**config.mk**
```make
export PLATFORM = sky130hd
export DESIGN_NAME = io_bus_arbiter
export DESIGN_NICKNAME = d
export VERILOG_FILES = /design/src/rtl/io_bus_arbiter.sv
export SDC_FILE = /design/constraint.sdc
export NUM_CORES = 1
export LEC_CHECK = 0
export ABC_AREA = 1
export CAP_MARGIN = 15
export CORE_MARGIN = 8
export CORE_UTILIZATION = 35
export DETAILED_ROUTE_END_ITERATION = 7
export SYNTH_ARGS = -nofsm -noshare
export SYNTH_HDL_FRONTEND = slang
export SYNTH_SLANG_ARGS = --single-unit
```
**constraint.sdc**
```tcl
create_clock -name clk -period 3.82 [get_ports clk]
set_clock_uncertainty 0.05 [all_clocks]
set_input_delay 0.382 -clock clk [delete_from_list [all_inputs] [get_ports clk]]
set_output_delay 0.382 -clock clk [all_outputs]
set_load 0.05 [all_outputs]
```
**src/rtl/io_bus_arbiter.sv**
```systemverilog
// io_bus_arbiter: shares the 8-bit byte bus between the instruction-fetch port
// and the data port. It serialises one 32-bit address (ADDR_BYTES bytes) and
// either 4 write bytes or 4 read bytes. It also gathers the read bytes into rdata.
// Build option: define IO_ARB_RR_EN for round-robin tie-breaking; otherwise the
// data port always wins a simultaneous request.
module io_bus_arbiter #(
  parameter int unsigned ADDR_BYTES = 4
) (
  input  logic        clk,
  input  logic        rst,
  input  logic        i_req,
  input  logic [31:0] i_addr,
  output logic        i_gnt,
  output logic        i_done,
  input  logic        d_req,
  input  logic        d_we,
  input  logic [31:0] d_addr,
  input  logic [31:0] d_wdata,
  output logic        d_gnt,
  output logic        d_done,
  output logic [31:0] rdata,
  input  logic [7:0]  bus_in,
  output logic [7:0]  bus_addr,
  output logic [7:0]  bus_data,
  output logic        bus_dir,
  output logic        busy
);

  if (ADDR_BYTES < 1 || ADDR_BYTES > 4) begin : g_bad_addr_bytes
    $error("io_bus_arbiter: ADDR_BYTES must be in 1..4");
  end

  typedef enum logic [2:0] {
    StIdle,
    StAddr,
    StTurn,
    StRead,
    StWrite,
    StDone
  } state_e;

  localparam logic [2:0] AddrLast = 3'(ADDR_BYTES - 1);

  state_e      state_q, state_d;
  logic [2:0]  cnt_q, cnt_d;
  logic        owner_q;   // 1 = data port owns the current transaction
  logic        we_q;
  logic [31:0] addr_q;
  logic [31:0] wdata_q;
  logic [31:0] rdata_q, rdata_d;
  logic        any_req;
  logic        pick_d;    // 1 = data port is granted this IDLE cycle
  logic [4:0]  byte_sel;

  assign any_req  = i_req | d_req;
  assign byte_sel = {cnt_q[1:0], 3'b000};

`ifdef IO_ARB_RR_EN
  logic last_d_q;         // 1 = data port was the most recent owner

  // Tie goes to whichever port did not own the bus last.
  always_comb begin
    pick_d = d_req;
    if (i_req && d_req) begin
      pick_d = ~last_d_q;
    end
  end

  // Remember the last owner at every grant.
  always_ff @(posedge clk or negedge rst) begin
    if (!rst) begin
      last_d_q <= 1'b0;
    end else if (state_q == StIdle && any_req) begin
      last_d_q <= pick_d;
    end
  end
`else
  // Fixed priority: data port wins any tie.
  assign pick_d = d_req;
`endif

  // Next-state and byte counter; cnt restarts from 0 on every state change.
  always_comb begin
    state_d = state_q;
    cnt_d   = cnt_q + 3'd1;
    unique case (state_q)
      StIdle: begin
        cnt_d = 3'd0;
        if (any_req) begin
          state_d = StAddr;
        end
      end
      StAddr: begin
        if (cnt_q == AddrLast) begin
          state_d = we_q ? StWrite : StTurn;
        end
      end
      StTurn:  state_d = StRead;
      StRead:  if (cnt_q == 3'd3) state_d = StDone;
      StWrite: if (cnt_q == 3'd3) state_d = StDone;
      StDone:  state_d = StIdle;
      default: state_d = StIdle;
    endcase
    if (state_d != state_q) begin
      cnt_d = 3'd0;
    end
  end

  // Read-byte capture into the little-endian read word.
  always_comb begin
    rdata_d = rdata_q;
    if (state_q == StRead) begin
      rdata_d[byte_sel +: 8] = bus_in;
    end
  end

  // State, counter and read word registers.
  always_ff @(posedge clk or negedge rst) begin
    if (!rst) begin
      state_q <= StIdle;
      cnt_q   <= 3'd0;
      rdata_q <= 32'h0;
    end else begin
      state_q <= state_d;
      cnt_q   <= cnt_d;
      rdata_q <= rdata_d;
    end
  end

  // Latch owner and its request fields when a transaction starts.
  always_ff @(posedge clk or negedge rst) begin
    if (!rst) begin
      owner_q <= 1'b0;
      we_q    <= 1'b0;
      addr_q  <= 32'h0;
      wdata_q <= 32'h0;
    end else if (state_q == StIdle && any_req) begin
      owner_q <= pick_d;
      we_q    <= pick_d & d_we;
      addr_q  <= pick_d ? d_addr : i_addr;
      wdata_q <= d_wdata;
    end
  end

  // Outputs decoded from registered state only.
  always_comb begin
    bus_addr = 8'h00;
    bus_data = 8'h00;
    bus_dir  = 1'b0;
    i_done   = 1'b0;
    d_done   = 1'b0;
    busy     = (state_q != StIdle);
    i_gnt    = busy & ~owner_q;
    d_gnt    = busy & owner_q;
    unique case (state_q)
      StIdle: ;
      StAddr: bus_addr = addr_q[byte_sel +: 8];
      StTurn: bus_addr = 8'hFF;
      StRead: begin
        bus_addr = 8'hFF;
        bus_dir  = 1'b1;
      end
      StWrite: begin
        bus_addr = 8'hFE;
        bus_data = wdata_q[byte_sel +: 8];
      end
      StDone: begin
        i_done = ~owner_q;
        d_done = owner_q;
      end
      default: ;
    endcase
  end

  assign rdata = rdata_q;

endmodule

```
## Word-level counts from Yosys, hierarchy flattened

Cells that the tools add are included.

| storage, ports and cells | value |
|---|---|
| register bits | 104 |
| bits of input ports | 109 |
| word-level logic and storage cells | 44 |

| cells by class | value |
|---|---|
| add/sub/neg operators | 2 |
| eq/ne operators | 7 |
| shifts and indexed selects | 4 |
| muxes and demuxes | 14 |
| bitwise gates (word level) | 5 |
| reductions and logical operators | 5 |

Operators by type and width:

| kind | count |
|---|---|
| indexed part select 32 x 6 -> 8 bit | 2 |
| bitwise mux 32 bit | 1 |
| 2-to-1 mux 32 bit | 1 |
| variable shift 8 x 7 -> 32 bit, first input constant | 1 |
| indexed part select 8 x 7 -> 32 bit | 1 |
| one-hot mux 8 bit (3 select lines) | 1 |
| 2-to-1 mux 3 bit | 6 |
| one-hot mux 3 bit (4 select lines) | 1 |
| == test 3 x 2 -> 1 bit, second input constant | 3 |
| 2-to-1 mux 8 bit | 1 |
| negation 5 -> 7 bit | 1 |
| == test 3 bit, second input constant | 2 |
| OR reduction 2 bit | 2 |
| adder 3 x 1 -> 3 bit, second input constant | 1 |
| bitwise AND 1 bit | 3 |
| == test 3 x 1 -> 1 bit, second input constant | 1 |
| zero test 3 bit | 1 |
| 2-to-1 mux 1 bit | 3 |
| != test 3 bit | 1 |
| nonzero test 3 bit | 1 |
| logical AND 1 bit | 1 |
| NOT 1 bit | 1 |
| bitwise OR 1 bit | 1 |

## Depth between registers and ports, before layout

Gate-level depths: netlist (run 1).

| logic depth | value |
|---|---|
| word-level depth | 5 |
| depth in mapped cells | 11 |

## Worst setup path after synthesis (run 1)

Ideal clock, no wire load.

| path | value |
|---|---|
| path kind | register -> output |
| start point | reg cnt_q[1] |
| end point | out bus_addr[6] |
| arrival time | 1854 ps |
| setup slack | 1534 ps |
| stages on the path, launching flop included | 7 |
| path through | dfrtp_1 buf_2 inv_1 buf_1 a21oi_1 o21ai_0 a31oi_1 |

| between the ends | value |
|---|---|
| cells in the longest elaborated chain, start to end | 2 |

RTL lines:

| what | RTL line | source |
|---|---|---|
| start, declared | 45 | `logic [2:0] cnt_q, cnt_d;` |
| start signal, assigned | 125 | `cnt_q <= cnt_d;` |
| indexed part select 32 x 6 -> 8 bit | 157 | `StAddr: bus_addr = addr_q[byte_sel +: 8];` |
| one-hot mux 8 bit (3 select lines) | 155 | `unique case (state_q)` |
| end, declared | 23 | `output logic [7:0] bus_addr,` |

No other way between the ends.

## Final worst setup path (run 1)

| path | value |
|---|---|
| start point | reg cnt_q[1] |
| end point | out bus_data[0] |

| between the ends | value |
|---|---|
| cells in the longest elaborated chain, start to end | 2 |

RTL lines:

| what | RTL line | source |
|---|---|---|
| indexed part select 32 x 6 -> 8 bit | 165 | `bus_data = wdata_q[byte_sel +: 8];` |
| 2-to-1 mux 8 bit | 155 |  |
| end, declared | 24 | `output logic [7:0] bus_data,` |

No other way between the ends.

==> flow_summary.yaml, run 1 <==
floorplan:
  row_count: 45
  die-area_um2: 19310
  boundaryPins: 163
  core_area_um2: 14980
  initial_utilization_pct: 35.33
  die_w_um: 139.0
  die-height_um: 139.0
global_routing:
  number_of_antenna_violations_at_the_first_check_in_global_routing: 0
  grt_util_all_layers_pct: 16.43
  grtUsageMet1_pct: 20.88
  vias_in_the_first_global_route: 5103
  busiest_layer: "met2"
  gr-total-overflow: 0
  groute.layer.met2.usage_pct: 27.47
  grt_max_degree: 67
  met3_capacity_usage_during_global_routing_pct: 3.408
  grt_first_pass_wirelength_mm: 26.12
critical_path:
  cp_data_required_time_ps: 3390
  worst_ep_arrival_time_ps: 2940
  worstSetupStartpointType: "flip-flop"
  r2r.worst_path.cells: 5
  timing.rr.end: "rdata[4]"
  regToRegStartpoint: "cnt_q[1]"
  cp-end-kind: "output port"
  critical_path.max_fanout: 20
  worst_setup_path_category: "flip-flop to output port"
  timing.reg2reg.setup_slack_ps: 870
placement:
  dp_hpwl_mm: 12.13
  buffer_ports.inserted: 162
  postPlaceCellArea_um2: 6980
  gpl.final_weighted_congestion: 0.8609
power:
  power.leakage_nw: 3.436
  power-per-cell-area_nw_per_um2: 810.0
  vdd_ir_drop_max_uv: 505.7
job:
  max_cap_viol_count: 0
yosys:
  yosys.cell_types.count: 26
  count_leader_synth: "sky130_fd_sc_hd__nand2_1"
  synthTopCellsByArea: "sky130_fd_sc_hd__dfrtp_1 (49%), sky130_fd_sc_hd__nand2_1 (14%), sky130_fd_sc_hd__o21ai_0 (11%)"
  number_of_synthesized_flops_with_an_enable_pin: 0
  yosys_warnings: 0
  yosys_register_bits: 104
  netlist_area_um2: 5291
  netlist_instances: 690
  synthesis.nets: 806
  avg_synthesized_cell_area_um2: 7.669
  async_flop_share_pct: 100.0
  ys_seq_area_share_pct: 49.18
  yosysTopAreaCellShare_pct: 49.18
  post_synth_most_frequent_cells: "sky130_fd_sc_hd__nand2_1 (197), sky130_fd_sc_hd__o21ai_0 (115), sky130_fd_sc_hd__dfrtp_1 (104), sky130_fd_sc_hd__inv_1 (72), sky130_fd_sc_hd__nor2_1 (52)"
  synth-main-ff-cell: "sky130_fd_sc_hd__dfrtp_1"
  synth_largest_area_cell: "sky130_fd_sc_hd__dfrtp_1"
routing:
  drc: 0
  vias: 4978
  detailedRoute.firstPassIterationCount: 5
  drt-initial-drc-count: 310
  drt-vias-per-instance: 4.861
  wl_mm: 15.81
  routedWlPerCell_um: 15.44
  antenna_left: 0
clocking:
  clkLatencyLatePin_ps: 340
  cts_tree: "done"
  postCtsSetupRepairBufs: 0
  clk_path_buf_depth: 2
  clk_pin_slew_worst_paths_ps: 70
  clock_tree.root_cell: "sky130_fd_sc_hd__clkbuf_16"
  sink_count_of_the_clock_tree: 104
  cts_htree_levels: 3
  cts-buffers-inserted: 9
sta:
  slew_headroom_pct: 35.89
  timing.setup.tns_ps: 0
  finalCriticalPeriod_ps: 3375
  layout_worst_path_cycle_share_pct: 88.34
  finalHoldViolations: 0
  setup-violations-final: 0
  max_freq_ghz: 0.2963
  slew_violations: 0
  grt_setup_unrepaired: "false"
  worst-slew-pin-transition_ps: 960.3
worst_hold_path:
  holdPathEnd: "wdata_q[1]"
  hold_depth: 2
  holdCritStartpoint: "wdata_q[1]"
  hp-class: "flip-flop to flip-flop"
final_layout:
  area_taken_by_multi_input_logic_gates_um2: 2221
  syn_to_final_growth_pct: 37.43
  share_of_final_layout_standard_cells_stronger_than_drive_strength_1_pct: 5.742
  fillers: 1504
  finalInstanceArea_um2: 7272
  seqCellArea_um2: 2604
  final_net_count: 947
  antenna_cells_inserted: 0
run_status:
  status: "completed"
[layout by cell type (no fill, tap or decap)]
master / instances
sky130_fd_sc_hd__buf_4: 15
sky130_fd_sc_hd__dlygate4sd3_1: 1
sky130_fd_sc_hd__mux2_2: 2
sky130_fd_sc_hd__o21ai_0: 115
sky130_fd_sc_hd__clkdlybuf4s50_1: 152
sky130_fd_sc_hd__clkinvlp_4: 1
sky130_fd_sc_hd__o21ai_1: 1
sky130_fd_sc_hd__ha_1: 7
sky130_fd_sc_hd__nor2_4: 4
sky130_fd_sc_hd__dfrtp_1: 103
sky130_fd_sc_hd__nor2_2: 4
sky130_fd_sc_hd__o21a_1: 2
sky130_fd_sc_hd__clkinv_4: 2
sky130_fd_sc_hd__clkbuf_16: 9
sky130_fd_sc_hd__inv_8: 2
sky130_fd_sc_hd__nand3_1: 21
sky130_fd_sc_hd__or2_2: 1
sky130_fd_sc_hd__buf_2: 1
sky130_fd_sc_hd__nand2_1: 197
sky130_fd_sc_hd__a31oi_1: 7
sky130_fd_sc_hd__clkbuf_1: 1
sky130_fd_sc_hd__nor2_1: 52
sky130_fd_sc_hd__clkinv_2: 1
sky130_fd_sc_hd__inv_1: 72
sky130_fd_sc_hd__nor3_1: 3
sky130_fd_sc_hd__a21oi_1: 25
sky130_fd_sc_hd__nand4_1: 12
sky130_fd_sc_hd__inv_2: 3
sky130_fd_sc_hd__o211ai_1: 17
sky130_fd_sc_hd__dfrtp_2: 1
sky130_fd_sc_hd__nand2_2: 2
[layout make-up]
cell class / instances / share of cell area [%]
Clock buffer: 10 / 3.149
Clock inverter: 6 / 0.7226
Inverter: 75 / 3.871
Multi-Input combinational cell: 472 / 30.54
Sequential cell: 104 / 35.81
Tap cell: 188 / 3.235
Timing Repair Buffer: 169 / 22.68
[per-layer routing]
layer / wire [µm] / up-vias
li1: - / 2515
met4: 184 / 0
met5: 0 / -
met3: 764 / 13
met2: 7603 / 125
met1: 7259 / 2325
[sequential cells by signal, summed over array words and instances, names as in the netlist]
name     count
state_q      3
cnt_q        3
rdata       32
wdata_q     32
addr_q      32
owner_q      1
we_q         1
[stage by stage]
step           util [%]  cells  total power [W]  hold WS [ps]  setup WS (ps)
6_report          48.55   1024         0.005891         424.7          445.4
5_1_grt           48.55   1024         0.006332         447.9          201.7
4_1_cts           48.55   1024         0.005946         427.6          391.0
3_5_place_dp      46.61   1007         0.005055         312.9          804.3
3_3_place_gp      46.61   1007         0.005003         310.9          842.0
2_1_floorplan         -    690         0.004017         36.41           1534
[repair_timing]
| action | 4_1_cts | 5_1_grt |
|---|---|---|
| hold endpoints to repair | 35 | 0 |
| hold buffers | 1 | 0 |
| resized for setup | 0 | 0 |
| setup endpoints to repair | 0 | 0 |
[worst max-delay path by stage]
stage,start,cells after the start,slack (ps),to
after floorplan,cnt_q[1],6,1530,bus_addr[6]
after global placement,cnt_q[1],5,840,bus_data[0]
after detailed placement,cnt_q[1],5,800,bus_data[0]
after CTS,cnt_q[1],5,390,bus_data[0]
after global routing,cnt_q[1],5,200,bus_data[0]
final,cnt_q[1],5,450,bus_data[0]
[power breakdown]
group	leakage (nW)	switching, W	internal (W)
clock network	0.136	0.000431	0.000453
registers	1.29	0.000292	0.00161
logic	2.01	0.00215	0.000956
[cells by family (layout without fill, tap and decap cells)]
family	count (synthesis)	after routing	synth area share, %
DFF	104	104	49.18
muxes	2	2	0.4256
adders and majority gates	7	7	1.655
buffers and inverters	114	260	8.844
AOI/OAI and AO/OA	167	167	16.86
and+or+nand+nor	296	296	23.03
[worst max-delay path, cell delays in order (launching register included)]
cell	delay (ps)
sky130_fd_sc_hd__dfrtp_1	760
sky130_fd_sc_hd__inv_1	510
sky130_fd_sc_hd__nor2_1	190
sky130_fd_sc_hd__o21ai_0	90
sky130_fd_sc_hd__a21oi_1	180
sky130_fd_sc_hd__clkdlybuf4s50_1	850
(Power assumes the default switching activity.)
==> run 2: changes to the inputs <==
Settings changed: MAX_ROUTING_LAYER set to met4.
==> flow_summary.yaml, run 2 (synthesized netlist as in run 1, its figures left out) <==
sta:
  finalHoldViolations: 0
  grt_setup_unrepaired: "false"
  slew_headroom_pct: 33.28
  setup-violations-final: 0
  max_freq_ghz: 0.2920
  timing.setup.tns_ps: 0
  slew_violations: 0
  layout_worst_path_cycle_share_pct: 89.64
  finalCriticalPeriod_ps: 3424
  fin_hold_ws_ps: 85.15
  worst-slew-pin-transition_ps: 999.4
clocking:
  clkLatencyLatePin_ps: 340
  cts_htree_levels: 3
  post_cts_sizing_count: 0
  clk_path_buf_depth: 2
  cts_tree: "done"
  cts_hold_repair.buffers: 0
  cts-buffers-inserted: 9
  postCtsSetupRepairBufs: 0
  sink_count_of_the_clock_tree: 104
  clock_tree.root_cell: "sky130_fd_sc_hd__clkbuf_16"
  clk_pin_slew_worst_paths_ps: 70
critical_path:
  cp-end-kind: "output port"
  timing.critical_path.cells: "inv_1, nor2_1, o21ai_0, a21oi_1, clkdlybuf4s50_1"
  cp_data_required_time_ps: 3390
  worst_setup_path_category: "flip-flop to output port"
  crit_path_top_delay_cell: "sky130_fd_sc_hd__clkdlybuf4s50_1"
  cpLargestDelayFamily: "buffers and inverters"
  timing.critical_path.buf_inv: 2
  worst_path_largest_cell_delay_ps: 860
  critical_path.max_fanout: 20
  worst_ep_arrival_time_ps: 2990
  worstSetupStartpointType: "flip-flop"
final_layout:
  seqCellArea_um2: 2604
  commonest_non_fill_non_tap_cell_in_the_layout: "sky130_fd_sc_hd__nand2_1"
  final_cell_utilization_of_the_core_pct: 48.81
  antenna_cells_inserted: 0
  final_net_count: 946
  final_cell_count_without_fillers: 1022
  share_of_final_layout_standard_cells_stronger_than_drive_strength_1_pct: 5.755
  syn_to_final_growth_pct: 38.14
  area_taken_by_multi_input_logic_gates_um2: 2221
  mostFrequentLayoutCells: "sky130_fd_sc_hd__nand2_1 (197), sky130_fd_sc_hd__clkdlybuf4s50_1 (152), sky130_fd_sc_hd__o21ai_0 (115)"
  fillers: 1477
routing:
  routedWlPerCell_um: 15.37
  antenna_left: 0
  drc: 0
  wl_mm: 15.71
  detailedRoute.firstPassIterationCount: 4
  drt-initial-drc-count: 327
  vias: 4966
  drt-vias-per-instance: 4.859
placement:
  gpl.final_weighted_congestion: 0.8759
  buffer_ports.inserted: 162
  dp_hpwl_mm: 11.99
  place.detailed.instances: 1007
power:
  power.leakage_nw: 3.453
  power-per-cell-area_nw_per_um2: 822.8
  fin_total_pwr_w: 0.006014
  vdd_ir_drop_max_uv: 594.9
floorplan:
  row_count: 45
  die_w_um: 139.0
  die-height_um: 139.0
  initial_utilization_pct: 35.33
  core_area_um2: 14980
  boundaryPins: 163
  die-area_um2: 19310
global_routing:
  gr-total-overflow: 0
  grt_first_pass_wirelength_mm: 25.71
  number_of_antenna_violations_at_the_first_check_in_global_routing: 0
  vias_in_the_first_global_route: 5000
  grt_util_all_layers_pct: 16.69
  grt_max_degree: 68
job:
  max_cap_viol_count: 0
worst_hold_path:
  hp-class: "input pin to async pin"
run_status:
  status: "completed"
## run 2: cell count changes in the layout (fill, tap and decap cells not counted), moves of 2 or more
cell	previous run	this run
sky130_fd_sc_hd__clkbuf_8	0	2
sky130_fd_sc_hd__bufinv_16	0	2
sky130_fd_sc_hd__clkinv_4	2	0
sky130_fd_sc_hd__inv_8	2	0
## run 2: worst paths after layout
path / startpoint / end / slack [ps] / cells after the start
max in group asynchronous: rst / rdata[22] / 2830 / 2
worst min register to register: wdata_q[31] / wdata_q[31] / 420 / 2
worst max-delay path: cnt_q[1] / bus_data[0] / 400 / 5
min in group clk: wdata_q[31] / wdata_q[31] / 420 / 2
worst min-delay path: rst / addr_q[2] / 90 / 1
worst max register to register: cnt_q[1] / rdata[4] / 870 / 5
## run 2: where the power goes
| part | leakage [nW] | switching [W] | internal [W] |
|---|---|---|---|
| registers | 1.29 | 0.000289 | 0.00161 |
| clock network | 0.158 | 0.000401 | 0.000609 |
| logic | 2.01 | 0.00215 | 0.000955 |
| total | 3.45 | 0.00284 | 0.00318 |
## run 2: layer usage
layer / track usage, % / vias to the layer above / share of wire [%]
li1: - / 2506 / -
met1: 21.43 / 2304 / 47
met2: 26.54 / 137 / 47
met3: 2.857 / 19 / 4.1
met4: 5.026 / 0 / 1.5
met5: - / - / 0
## run 2: layout make-up
| type | count | area share (%) |
|---|---|---|
| Sequential cell | 104 | 35.62 |
| Multi-Input combinational cell | 472 | 30.38 |
| Timing Repair Buffer | 168 | 22.42 |
| Inverter | 75 | 3.851 |
| Clock buffer | 11 | 3.458 |
| Tap cell | 188 | 3.218 |
| Clock inverter | 4 | 1.044 |
## run 2: metrics by stage
step	area [µm²]	setup slack (ps)
3_3_place_gp	6980	832.1
2_1_floorplan	5291	1534
4_1_cts	7310	385.6
6_report	7310	395.6
3_5_place_dp	6980	759.9
5_1_grt	7310	207.3
## run 2: worst reg2reg max path, cell delays in order (launching register included)
cell	delay (ps)
sky130_fd_sc_hd__dfrtp_1	770
sky130_fd_sc_hd__inv_1	510
sky130_fd_sc_hd__ha_1	590
sky130_fd_sc_hd__nor3_1	720
sky130_fd_sc_hd__nand3_1	150
sky130_fd_sc_hd__nand2_1	100
